`src/rtl/alu_arbiter.sv`:
```
// Two-requester front end for a shared combinational ALU.
// Fixed-priority on a single request, round-robin when both are valid.
module alu_arbiter #(
   parameter int CNT_W = 16
) (
   input  logic             clk,
   input  logic             rst,
   input  logic [1:0]       Req_Valid,
   output logic [1:0]       Req_Ready,
   input  logic [31:0]      Req0_Rs,
   input  logic [31:0]      Req0_Rt,
   input  logic [4:0]       Req0_Shamt,
   input  logic [5:0]       Req0_Funct,
   input  logic [31:0]      Req1_Rs,
   input  logic [31:0]      Req1_Rt,
   input  logic [4:0]       Req1_Shamt,
   input  logic [5:0]       Req1_Funct,
   output logic [31:0]      Alu_Rs,
   output logic [31:0]      Alu_Rt,
   output logic [4:0]       Alu_Shamt,
   output logic [5:0]       Alu_Funct,
   input  logic [31:0]      Alu_Rd,
   input  logic             Alu_Zero,
   output logic             Rsp_Valid,
   input  logic             Rsp_Ready,
   output logic [31:0]      Rsp_Data,
   output logic             Rsp_Zero,
   output logic             Rsp_Err,
   output logic             Rsp_Id,
   output logic [CNT_W-1:0] Op_Count
);

   localparam logic [1:0] IDLE = 2'd0;
   localparam logic [1:0] EXEC = 2'd1;
   localparam logic [1:0] RESP = 2'd2;

   localparam logic [5:0] F_ADD = 6'b001001;
   localparam logic [5:0] F_SUB = 6'b001010;
   localparam logic [5:0] F_SHF = 6'b100001;
   localparam logic [5:0] F_OR  = 6'b100101;

   logic [1:0]       state_q, state_d;
   logic             prio_q, prio_d;
   logic [CNT_W-1:0] cnt_q, cnt_d;
   logic [31:0]      rs_q, rt_q, data_q;
   logic [4:0]       shamt_q;
   logic [5:0]       funct_q;
   logic             err_q, id_q, zero_q;

   logic             gnt_vld, gnt_id, accept, rsp_hs, alu_en;
   logic [5:0]       funct_sel;
   logic             funct_bad;

   // Contention goes to prio; a lone request wins outright.
   always_comb begin
      gnt_vld   = |Req_Valid;
      gnt_id    = (&Req_Valid) ? prio_q : Req_Valid[1];
      accept    = (state_q == IDLE) && gnt_vld;
      rsp_hs    = (state_q == RESP) && Rsp_Ready;
      funct_sel = gnt_id ? Req1_Funct : Req0_Funct;
      funct_bad = !(funct_sel inside {F_ADD, F_SUB, F_SHF, F_OR});
      Req_Ready = 2'b00;
      if (accept) Req_Ready = gnt_id ? 2'b10 : 2'b01;
   end

   // Errored ops never reach the ALU, so its bus stays idle.
   always_comb begin
      alu_en    = (state_q == EXEC) && !err_q;
      Alu_Rs    = alu_en ? rs_q    : '0;
      Alu_Rt    = alu_en ? rt_q    : '0;
      Alu_Shamt = alu_en ? shamt_q : '0;
      Alu_Funct = alu_en ? funct_q : '0;
   end

   always_comb begin
      state_d = state_q;
      prio_d  = prio_q;
      cnt_d   = cnt_q;
      unique case (state_q)
         IDLE:    if (accept) state_d = EXEC;
         EXEC:    state_d = RESP;
         RESP: begin
            if (Rsp_Ready) begin
               state_d = IDLE;
               prio_d  = ~id_q;
               cnt_d   = cnt_q + CNT_W'(1);
            end
         end
         default: state_d = IDLE;
      endcase
   end

   always_ff @(posedge clk or posedge rst) begin
      if (rst) begin
         state_q <= IDLE;
         prio_q  <= 1'b0;
         cnt_q   <= '0;
         rs_q    <= '0;
         rt_q    <= '0;
         shamt_q <= '0;
         funct_q <= '0;
         err_q   <= 1'b0;
         id_q    <= 1'b0;
         data_q  <= '0;
         zero_q  <= 1'b0;
      end else begin
         state_q <= state_d;
         prio_q  <= prio_d;
         cnt_q   <= cnt_d;
         if (accept) begin
            rs_q    <= gnt_id ? Req1_Rs    : Req0_Rs;
            rt_q    <= gnt_id ? Req1_Rt    : Req0_Rt;
            shamt_q <= gnt_id ? Req1_Shamt : Req0_Shamt;
            funct_q <= funct_sel;
            err_q   <= funct_bad;
            id_q    <= gnt_id;
         end
         if (state_q == EXEC) begin
            data_q <= err_q ? 32'd0 : Alu_Rd;
            zero_q <= err_q ? 1'b1  : Alu_Zero;
         end
      end
   end

   assign Rsp_Valid = (state_q == RESP);
   assign Rsp_Data  = data_q;
   assign Rsp_Zero  = zero_q;
   assign Rsp_Err   = err_q;
   assign Rsp_Id    = id_q;
   assign Op_Count  = cnt_q;

   logic unused_rsp_hs;
   assign unused_rsp_hs = rsp_hs;

endmodule

```
`config.mk`:
```
export PLATFORM = sky130hd
export DESIGN_NAME = alu_arbiter
export DESIGN_NICKNAME = d
export VERILOG_FILES = /design/src/rtl/alu_arbiter.sv
export SDC_FILE = /design/constraint.sdc
export NUM_CORES = 1
export LEC_CHECK = 0
export CORE_ASPECT_RATIO = 2
export CORE_MARGIN = 10
export CORE_UTILIZATION = 35
export DETAILED_ROUTE_END_ITERATION = 16
export GPL_ROUTABILITY_DRIVEN = 0
export PLACE_DENSITY = 0.81
export SLEW_MARGIN = 10
export SYNTH_ARGS = -nofsm -noshare
export SYNTH_HDL_FRONTEND = slang
export SYNTH_SLANG_ARGS = --single-unit
export TNS_END_PERCENT = 20
```
`constraint.sdc`:
```
create_clock -name clk -period 11.5 [get_ports clk]
set_input_delay 3.45 -clock clk [delete_from_list [all_inputs] [get_ports clk]]
set_output_delay 3.45 -clock clk [all_outputs]
set_load 0.03 [all_outputs]
```
---- After elaboration in Yosys (flattened, before gate mapping) ----
Index checks and enable logic that the tools add are counted.
operators by class
  $add $sub $neg .......................... 1
  equality and inequality tests ........... 8
  muxes and demuxes ....................... 16
  bitwise logic cells ..................... 1
  reduce and logical (&&, ||, !) cells .... 10
operators with widths
  operator                 count
  $mux W32                 5
  $add A16 B1 Y16 const B  1
  $eq A6 B4 Y1 const B     2
  $eq A6 B6 Y1 const B     2
  $mux W6                  2
  $mux W5                  2
  $mux W2                  4
  $pmux W2 S3              1
  $reduce_and A2 Y1        3
  $reduce_bool A4 Y1       1
  $eq A2 B1 Y1 const B     1
  $eq A2 B2 Y1 const B     1
  $logic_and A1 B1 Y1      2
  $logic_not A1 Y1         2
  $logic_not A2 Y1         1
  $mux W1                  2
  $ne A2 B1 Y1 const B     1
  $ne A2 B2 Y1 const B     1
  $reduce_or A2 Y1         1
  $not A1 Y1               1
storage, ports and cells
  bits in registers ....................... 129
  input port bits ......................... 188
  logic and storage cells ................. 47

---- Logic depth before layout (Yosys ltp) ----
Gate-level depths: netlist (run 1).
  word-level depth ........................ 6
  gate-level depth with buffers ........... 6
  gate-level depth less buffers ........... 5

---- Worst setup path after synthesis (run 1) ----
Ideal clock, no wire load.
  path kind ............................... input to output
  start ................................... in Req_Valid[0]
  end ..................................... out Req_Ready[0]
  data arrival time ....................... 4.168 ns
  slack ................................... 3.882 ns
  cell stages on the path ................. 3
  cells stage by stage .................... inv_1 a211oi_4 buf_6
between the ends
  word-level cells in the longest chain between the ends .. 4
  elaborated cells on any way between the ends .. 6
  classes of those cells .................. mux: 3; reduce/logical: 3
RTL lines
  item                line  text
  start: declaration  8     input logic [1:0] Req_Valid,
  $reduce_and A2 Y1   57    gnt_id = (&Req_Valid) ? prio_q : Req_Valid[1];
  $mux W1             57
  $mux W2             63    if (accept) Req_Ready = gnt_id ? 2'b10 : 2'b01;
  $mux W2 *           63
  end: declaration    9     output logic [1:0] Req_Ready,
Every way passes the cells marked *; elsewhere a longest branch is shown, timed or not.

---- Worst setup path after layout (run 1) ----
Same ends and word-level chain as after synthesis.

==> reports/qor.yml, run 1 <==
crit_path_top_delay_cell: "sky130_fd_sc_hd__clkdlybuf4s50_1"
min_from: "Op_Count[15]"
fin_worst_hold_slack_ns: 0.470
yosysUniqueCellTypes: 34
min_period_over_period_pct: 74.4
cts_resized: 0
crit_fanout: 3
num_antenna_cells: 0
number_of_standard_cell_rows_in_the_floorplan: 68
total_net_switching_power_uw: 721
cts_post_setup_buffers_inserted: 0
power.ir.vdd_worst_mv: 0.110
globalRouteOverflowTotal: 0
layout.cells.most_common: "sky130_fd_sc_hd__clkdlybuf4s50_1"
antenna_found_initial: 0
timing.reg2reg.worst_path_depth: 5
layout.cells.most_common_list: "sky130_fd_sc_hd__clkdlybuf4s50_1, sky130_fd_sc_hd__nand2_1, sky130_fd_sc_hd__dfrtp_1"
rsz0062_at_grt: "no"
post-place-ws_ns: 2.96
finalHoldViolCount: 0
die_width_um: 113
cts_inserted_buffers: 17
run_status: "completed"
net_count_synth: 834
clock_transition_at_the_registers_of_the_reported_paths_ns: 0.06
post_dp_cell_area_um2: 9340
wl_per_cell_um: 18.7
fin_worst_skew_ns: 0.00945
cell_depth_of_the_worst_hold_path: 1
required_ns: 8.05
critical_path_cell_count: 4
critical_path.most_common_cell: "sky130_fd_sc_hd__clkdlybuf4s50_1"
tns_ns: 0
cap_viol_max_count: 0
ant_nets: 0
yosysSeqAreaShare_pct: 53.0
critical_path.n_buffers_inverters: 3
critical_path_class: "in -> out"
async_reset_ff_share_pct: 100
power_frac_seq_pct: 35.6
cts_root_buffer: "sky130_fd_sc_hd__clkbuf_16"
die_area_um2: 23400
timing.critical_path.slowest_cell_delay_ns: 0.72
startpoint_type: "input pin"
grt_max_degree: 78
hold_buffers: 0
design.final.nets: 1132
hold_path_class: "reg -> reg"
first_global_vias: 6007
end_kind: "output port"
core_region_area_um2: 17200
io_pins: 317
vias_per_cell: 4.84
power.density_cell_area_nw_per_um2: 206
timing.reg2reg.setup_slack_ns: 9.37
grt_first_pass_wirelength_um: 33700
power_report.internal_total_uw: 1340
drt_first_iter_violations: 306
clk-insertion-delay-late_ns: 0.42
fill_cells: 1461
number_of_enable_flip_flop_cells_after_synthesis: 0
swShare_pct: 35.0
post_route_cells_drive_above_1_share_pct: 5.23
tritoncts_num_sinks: 129
first_pass_iters: 5
final-max-slew-violation-count: 0
via_count: 5638
synth_area_per_cell_um2: 9.44
whs_endpoint: "Op_Count[15]"
tritoncts_clock_tree: "built"
postSynthCellCount: 645
crit_path_cell_trace: "clkdlybuf4s50_1, inv_1, a211oi_4, clkdlybuf4s50_1"
power.leakage_uw: 0.00432
worstPathArrival_ns: 5.11
final_area_um2: 10000
synth_flop_cell: "sky130_fd_sc_hd__dfrtp_1"
reg2reg_from: "state_q[1]"
maxClockFrequency_ghz: 0.117
path_delay_family: "buffers and inverters"
p_clk_share_pct: 29.6
fin_crit_ns: 8.56
comb_power_share_pct: 34.8
initial_utilization_pct: 35.4
portBuffers: 316
track_usage_pct: 18.4
r2r-end: "Rsp_Err"
synthToLayoutAreaGrowth_pct: 64.5
max-slew-margin-rel_pct: 29.4
fp.dieH_um: 206
detail_route.drc_violations: 0
setup_viol_count_final: 0
layout_setup_ws_ns: 2.94
ys_warn_count: 0
place.detailed.hpwl_um: 16300
routed_wirelength_um: 21800
netlist_area_um2: 6090
synth-seq-cells: 129
worst_slew_pin_slew_ns: 1.06
htreeDepth: 4
clockBufferDepth: 2
[how the worst max path moves through the flow]
stage / start / endpoint / slack [ns]
floorplan: Req_Valid[0] / Req_Ready[0] / 3.88
CTS: Req_Valid[0] / Req_Ready[0] / 2.95
global route: Req_Valid[0] / Req_Ready[0] / 2.89
global placement: Req_Valid[0] / Req_Ready[0] / 2.98
finish: Req_Valid[0] / Req_Ready[0] / 2.94
detailed placement: Req_Valid[0] / Req_Ready[0] / 2.96
[state kept, by name, indices dropped and copies added, names as in the netlist]
signal and flops:
Rsp_Data 32, funct_q 6, Rsp_Id 1, state_q 2
rs_q 32, shamt_q 5, prio_q 1, Rsp_Zero 1
rt_q 32, Op_Count 16, Rsp_Err 1
[synth_stat cells, drive strengths merged, types with 5 or more instances]
master,instances,area (um^2)
nand2b,33,214
o21ai,43,219
mux2i,6,60.1
xor2,6,52.6
buf,20,144
nand2,187,702
a22oi,69,518
nand3,5,25.0
xnor2,11,96.3
and2,76,475
inv,5,18.8
clkbuf,22,83.8
nor2,7,26.3
dfrtp,129,3230
[per-layer routing]
layer | share of wire [%] | wire, um | GRT usage (%)
met4 | 3.6 | 783 | 9.20
met3 | 7.8 | 1700 | 6.25
met1 | 35 | 7570 | 18.4
met5 | 0 | 0 | 0
met2 | 54 | 11800 | 32.9
[power by group through the flow]
stage,Combinational (uW),Clock [uW],Sequential (uW)
finish,717,610,733
global route,791,641,754
CTS,728,622,732
detailed placement,726,0,738
global placement,710,0,732
floorplan,411,0,780
[layout make-up]
class	instances	area [um^2]	share of cell area (%)
Clock inverter	12	204	2.04
Inverter	5	21.3	0.212
Clock buffer	20	467	4.66
Sequential cell	129	3230	32.2
Timing Repair Buffer	321	3200	32.0
Tap cell	210	263	2.62
Multi-Input combinational cell	469	2630	26.3
[cell families (layout without fill, tap and decap cells)]
logic type | Yosys count | count (layout) | share of synthesized area, %
fa+ha+maj | 1 | 1 | 0.206
buf+inv | 47 | 358 | 4.05
compound gates | 117 | 117 | 12.9
mux | 6 | 6 | 0.987
xor+xnor | 17 | 17 | 2.45
flops | 129 | 129 | 53.0
simple gates | 328 | 328 | 26.4
[per-stage QoR]
step	utilization (%)	power, uW	cells
floorplan	-	1190	645
global placement	54.4	1440	1134
detailed placement	54.4	1460	1134
CTS	58.3	2080	1166
global route	58.3	2190	1166
finish	58.3	2060	1166
No activity file was read; power rests on OpenSTA's default activity.
==> run 2: changes to the inputs <==
==> constraint.sdc (replaced) <==
create_clock -name clk -period 8.22 [get_ports clk]
set_input_delay 2.466 -clock clk [delete_from_list [all_inputs] [get_ports clk]]
set_output_delay 2.466 -clock clk [all_outputs]
set_load 0.03 [all_outputs]
==> run 2 against run 1 <==
Non-clock buffer count increased by 1. Design area down 0.23%. Sequential share of layout area rose by 0.073 points. Combinational power grew 41%. Setup slack got worse by 1.3 ns. Critical path depth is the same. Largest cell class unchanged. Total power grew 39%. Largest power group unchanged. Final cell count up 0.17%.
==> reports/qor.yml, run 2 (synthesized netlist as in run 1, its figures left out) <==
run_status: "completed"
hold_buffers: 0  # unchanged
reg2reg_from: "state_q[1]"
tritoncts_clock_tree: "built"
met3_length_um: 1680  # -1.2%
end_kind: "output port"
initial_utilization_pct: 35.4  # unchanged
core_region_area_um2: 17200  # unchanged
timing.critical_path.slowest_cell_delay_ns: 0.72  # about the same
cts_root_buffer: "sky130_fd_sc_hd__clkbuf_16"
fin_worst_skew_ns: 0.00856  # -0.000887 ns
maxClockFrequency_ghz: 0.152
design.final.nets: 1133  # +0.088%
number_of_standard_cell_rows_in_the_floorplan: 68  # unchanged
via_count: 5664  # +0.46%
tns_ns: 0  # unchanged
path_delay_family: "buffers and inverters"
met2WireLength_um: 11700  # -0.70%
max-slew-margin-rel_pct: 33.6  # +4.3 points
first_pass_iters: 5  # unchanged
worst_slew_pin_slew_ns: 0.995  # -0.0643 ns
required_ns: 5.75  # -2.30 ns
die_width_um: 113  # unchanged
timing.critical_path.from: "Req_Valid[0]"
cap_viol_max_count: 0  # unchanged
htreeDepth: 4  # unchanged
place.detailed.hpwl_um: 16400  # +0.53%
tritoncts_num_sinks: 129  # unchanged
fin_crit_ns: 6.57
final-max-slew-violation-count: 0  # unchanged
power.leakage_uw: 0.00430  # -0.39%
drt_first_iter_violations: 217  # -29%
cts_inserted_buffers: 17  # unchanged
power.ir.vdd_worst_mv: 0.156  # +42%
startpoint_type: "input pin"
post_route_cells_drive_above_1_share_pct: 5.33  # +0.099 points
grt_first_pass_wirelength_um: 33800  # +0.27%
clk-insertion-delay-late_ns: 0.41  # about the same
layout.cells.most_common_list: "sky130_fd_sc_hd__clkdlybuf4s50_1, sky130_fd_sc_hd__nand2_1, sky130_fd_sc_hd__dfrtp_1"
globalRouteOverflowTotal: 0  # unchanged
crit_path_top_delay_cell: "sky130_fd_sc_hd__clkdlybuf4s50_1"
clock_transition_at_the_registers_of_the_reported_paths_ns: 0.06  # about the same
critical_path.most_common_cell: "sky130_fd_sc_hd__clkdlybuf4s50_1"
grt_max_degree: 84  # +7.7%
setup_viol_count_final: 0  # unchanged
layout.cells.most_common: "sky130_fd_sc_hd__clkdlybuf4s50_1"
critical_path.n_buffers_inverters: 3  # unchanged
track_usage_pct: 18.4  # -0.037 points
worstPathArrival_ns: 4.10  # -1.01 ns
detail_route.drc_violations: 0  # unchanged
wl_per_cell_um: 18.8  # +0.47%
min_from: "Op_Count[15]"
highest-signal-layer: "met4"
clockBufferDepth: 2  # unchanged
hold_path_class: "reg -> reg"
routed_wirelength_um: 22000  # +0.65%
synthToLayoutAreaGrowth_pct: 64.2
critical_path_class: "in -> out"
portBuffers: 316  # unchanged
die_area_um2: 23400  # unchanged
cts_resized: 0  # unchanged
power.density_cell_area_nw_per_um2: 286  # +39%
min_period_over_period_pct: 79.9
io_pins: 317  # unchanged
fp.dieH_um: 206  # unchanged
ant_nets: 0  # unchanged
rsz0062_at_grt: "no"
crit_path_cell_trace: "clkdlybuf4s50_1, inv_1, a211oi_4, clkdlybuf4s50_1"
crit_fanout: 3  # unchanged
finalHoldViolCount: 0  # unchanged
cts_post_setup_buffers_inserted: 0  # unchanged
first_global_vias: 6020  # +0.22%
vias_per_cell: 4.85  # +0.29%
antenna_found_initial: 1  # +1
met1_wire_length_um: 7730  # +2.2%
post_layout_utilization_of_the_core_pct: 58.1  # -0.13 points
[run 2: worst paths after layout]
path | depth (start not counted) | endpoint | slack (ns)
setup / recovery | 4 | Req_Ready[0] | 1.65
hold / removal | 1 | Op_Count[15] | 0.47
setup reg to reg | 5 | rs_q[14] | 6.10
hold reg to reg | 1 | Op_Count[15] | 0.47
max in group asynchronous | 3 | Op_Count[10] | 4.82
min in group asynchronous | 2 | rs_q[16] | 2.36
[run 2: final cells by class]
class	count	area (um^2)
Antenna cell	1	2.50
Clock buffer	19	453
Clock inverter	13	185
Fill cell	1499	7200
Inverter	5	21.3
Multi-Input combinational cell	469	2630
Sequential cell	129	3230
Tap cell	210	263
Timing Repair Buffer	322	3210
[run 2: routing by layer]
metal | up-vias | global-route usage [%]
li1 | 2746 | -
met1 | 2630 | 18.4
met2 | 242 | 32.6
met3 | 46 | 6.39
met4 | 0 | 9.38
met5 | - | 0
[run 2: stage by stage]
| step | instance area (um^2) | hold slack, ns | total power (uW) | cells | worst slack (ns) |
|---|---|---|---|---|---|
| final | 9990 | 0.470 | 2860 | 1168 | 1.65 |
| after global routing | 9990 | 0.485 | 3040 | 1168 | 1.60 |
| after global placement | 9350 | 0.458 | 2030 | 1135 | 1.68 |
| after detailed placement | 9350 | 0.463 | 2060 | 1135 | 1.67 |
| after CTS | 9990 | 0.476 | 2890 | 1167 | 1.66 |
| after floorplan | 6090 | 0.442 | 1670 | 645 | 2.31 |
[run 2: power breakdown]
group / switching, uW / internal, uW
logic: 576 / 431
clock network: 293 / 523
registers: 162 / 877
total: 1030 / 1830
==> run 3: changes to the inputs <==
==> constraint.sdc (replaced) <==
create_clock -name clk -period 6.6 [get_ports clk]
set_input_delay 1.98 -clock clk [delete_from_list [all_inputs] [get_ports clk]]
set_output_delay 1.98 -clock clk [all_outputs]
set_load 0.03 [all_outputs]
==> run 3 against run 2 <==
Flip-flop and latch count unchanged. Utilization down 0.33 points. Clock skew up 0.0030 ns. Combinational power up 27%. Hold slack worse by 0.0018 ns. Design area down 0.56%. Global-route usage up 0.50 points. First-iteration DRC count up 53%. Setup slack worse by 0.71 ns. Clock power up 8.9%. Non-clock buffer count unchanged. Largest cell class is now buffers. Highest routed layer unchanged.
==> reports/qor.yml, run 3 (synthesized netlist as in run 1, its figures left out) <==
fin_crit_ns: 5.65
critical_path_class: "in -> out"
clk-insertion-delay-late_ns: 0.42  # about the same
timing.reg2reg.setup_slack_ns: 4.45  # -1.65 ns
min_from: "funct_q[1]"
globalRouteOverflowTotal: 0  # unchanged
reg2reg_from: "state_q[1]"
detail_route.drc_violations: 0  # unchanged
design.final.nets: 1133  # unchanged
crit_fanout: 3  # unchanged
worst_slew_pin_slew_ns: 0.887  # -0.109 ns
layout.cells.most_common_list: "sky130_fd_sc_hd__clkdlybuf4s50_1, sky130_fd_sc_hd__nand2_1, sky130_fd_sc_hd__dfrtp_1"
max-slew-margin-rel_pct: 40.7  # +7.0 points
cts_root_buffer: "sky130_fd_sc_hd__clkbuf_16"
finalHoldViolCount: 0  # unchanged
vias_per_cell: 4.84  # -0.29%
rsz0062_at_grt: "no"
core_region_area_um2: 17200  # unchanged
cap_viol_max_count: 0  # unchanged
grt_max_degree: 76  # -9.5%
hold_path_class: "reg -> reg"
maxClockFrequency_ghz: 0.177
fin_worst_skew_ns: 0.0115  # +0.00296 ns
layout.cells.most_common: "sky130_fd_sc_hd__clkdlybuf4s50_1"
place_inst: 1135  # unchanged
tritoncts_num_sinks: 129  # unchanged
synthToLayoutAreaGrowth_pct: 63.2
cts_post_setup_buffers_inserted: 0  # unchanged
end_kind: "output port"
wl_per_cell_um: 19.0  # +0.90%
number_of_standard_cell_rows_in_the_floorplan: 68  # unchanged
required_ns: 4.62  # -1.13 ns
tns_ns: 0  # unchanged
tritoncts_clock_tree: "built"
ff_latch_area_um2: 3230  # unchanged
cell_depth_of_the_worst_hold_path: 2  # +1
die_area_um2: 23400  # unchanged
first_global_vias: 6156  # +2.3%
fp.dieH_um: 206  # unchanged
critical_path.most_common_cell: "sky130_fd_sc_hd__clkdlybuf4s50_1"
fill_cells: 1498  # -0.067%
power.ir.vdd_worst_mv: 0.257  # +65%
ant_nets: 0  # unchanged
crit_path_cell_trace: "clkdlybuf4s50_1, inv_1, a211oi_4, clkdlybuf4s50_1"
track_usage_pct: 18.9  # +0.50 points
timing.critical_path.slowest_cell_delay_ns: 0.73  # about the same
r2r-end: "Rsp_Err"
multi_input_comb_area_um2: 2630  # unchanged
antenna_found_initial: 1  # unchanged
critical_path.n_buffers_inverters: 3  # unchanged
run_status: "completed"
path_delay_family: "buffers and inverters"
crit_path_top_delay_cell: "sky130_fd_sc_hd__clkdlybuf4s50_1"
timing.reg2reg.worst_path_depth: 5  # unchanged
die_width_um: 113  # unchanged
drt_first_iter_violations: 331  # +53%
clockBufferDepth: 2  # unchanged
htreeDepth: 4  # unchanged
hold_buffers: 0  # unchanged
min_period_over_period_pct: 85.6
worstPathArrival_ns: 3.67  # -0.43 ns
whs_endpoint: "funct_q[1]"
power.density_cell_area_nw_per_um2: 346  # +21%
via_count: 5643  # -0.37%
power.leakage_uw: 0.00428  # -0.41%
portBuffers: 316  # unchanged
post_route_cells_drive_above_1_share_pct: 5.13  # -0.20 points
setup_viol_count_final: 0  # unchanged
final-max-slew-violation-count: 0  # unchanged
initial_utilization_pct: 35.4  # unchanged
clock_transition_at_the_registers_of_the_reported_paths_ns: 0.05  # about the same
final_cells: 1167  # -0.086%
cts_resized: 0  # unchanged
first_pass_iters: 7  # +2
grt_first_pass_wirelength_um: 34700  # +2.8%
startpoint_type: "input pin"
routed_wirelength_um: 22200  # +0.81%
place.detailed.hpwl_um: 16700  # +1.7%
cts_inserted_buffers: 17  # unchanged
io_pins: 317  # unchanged
run 3: cell count changes in the layout (fill, tap and decap cells not counted):
cell,delta
sky130_fd_sc_hd__clkinvlp_4,-2
sky130_fd_sc_hd__clkinv_4,-1
sky130_fd_sc_hd__bufinv_16,-3
sky130_fd_sc_hd__clkbuf_8,+1
sky130_fd_sc_hd__clkbuf_1,+1
sky130_fd_sc_hd__buf_12,+2
sky130_fd_sc_hd__buf_4,-2
sky130_fd_sc_hd__clkinv_2,+3
run 3: worst max-delay path by stage:
| stage | from | endpoint | slack, ns | depth (start not counted) |
|---|---|---|---|---|
| 3_3_place_gp | Req_Valid[0] | Req_Ready[0] | 1.02 | 4 |
| 5_1_grt | Req_Valid[0] | Req_Ready[0] | 0.89 | 4 |
| 6_report | Req_Valid[0] | Req_Ready[0] | 0.95 | 4 |
| 3_5_place_dp | Req_Valid[0] | Req_Ready[0] | 0.97 | 4 |
| 2_1_floorplan | rst | Op_Count[0] | 1.18 | 1 |
| 4_1_cts | Req_Valid[0] | Req_Ready[0] | 0.96 | 4 |
run 3: routing by layer:
layer  up-vias  global-route usage, %  share of wire (%)
li1       2734                      -                  -
met1      2617                   19.4                 35
met2       239                   32.7                 53
met3        53                   5.70                6.9
met4         0                   11.5                4.8
met5         -                      0                  0
run 3: power breakdown:
part	switching [uW]	internal (uW)
combinational	731	547
clock	347	542
sequential	179	1090
total	1260	2180
run 3: metrics by stage:
stage | power [uW] | instance area (um^2) | utilization [%] | setup slack, ns | hold WS (ns)
floorplan | 2080 | 6090 | - | 1.18 | 0.442
global placement | 2530 | 9380 | 54.6 | 1.02 | 0.455
detailed placement | 2580 | 9380 | 54.6 | 0.969 | 0.463
CTS | 3480 | 9930 | 57.8 | 0.959 | 0.474
global route | 3670 | 9930 | 57.8 | 0.890 | 0.505
finish | 3440 | 9930 | 57.8 | 0.948 | 0.468
run 3: worst min-delay path, delay by kind of cell, from the launching register on:
family           cells  cell delay (ns)
flip-flops           1             0.33
AO/OA/AOI/OAI        1             0.06
AND/OR/NAND/NOR      1             0.04
run 3: layout make-up:
type | count | area share [%]
inverter | 5 | 0.214
tap | 210 | 2.64
multi-input combinational | 469 | 26.5
clock inverter | 10 | 0.869
sequential | 129 | 32.5
timing repair buffer | 322 | 32.5
antenna | 1 | 0.0252
clock buffer | 21 | 4.74
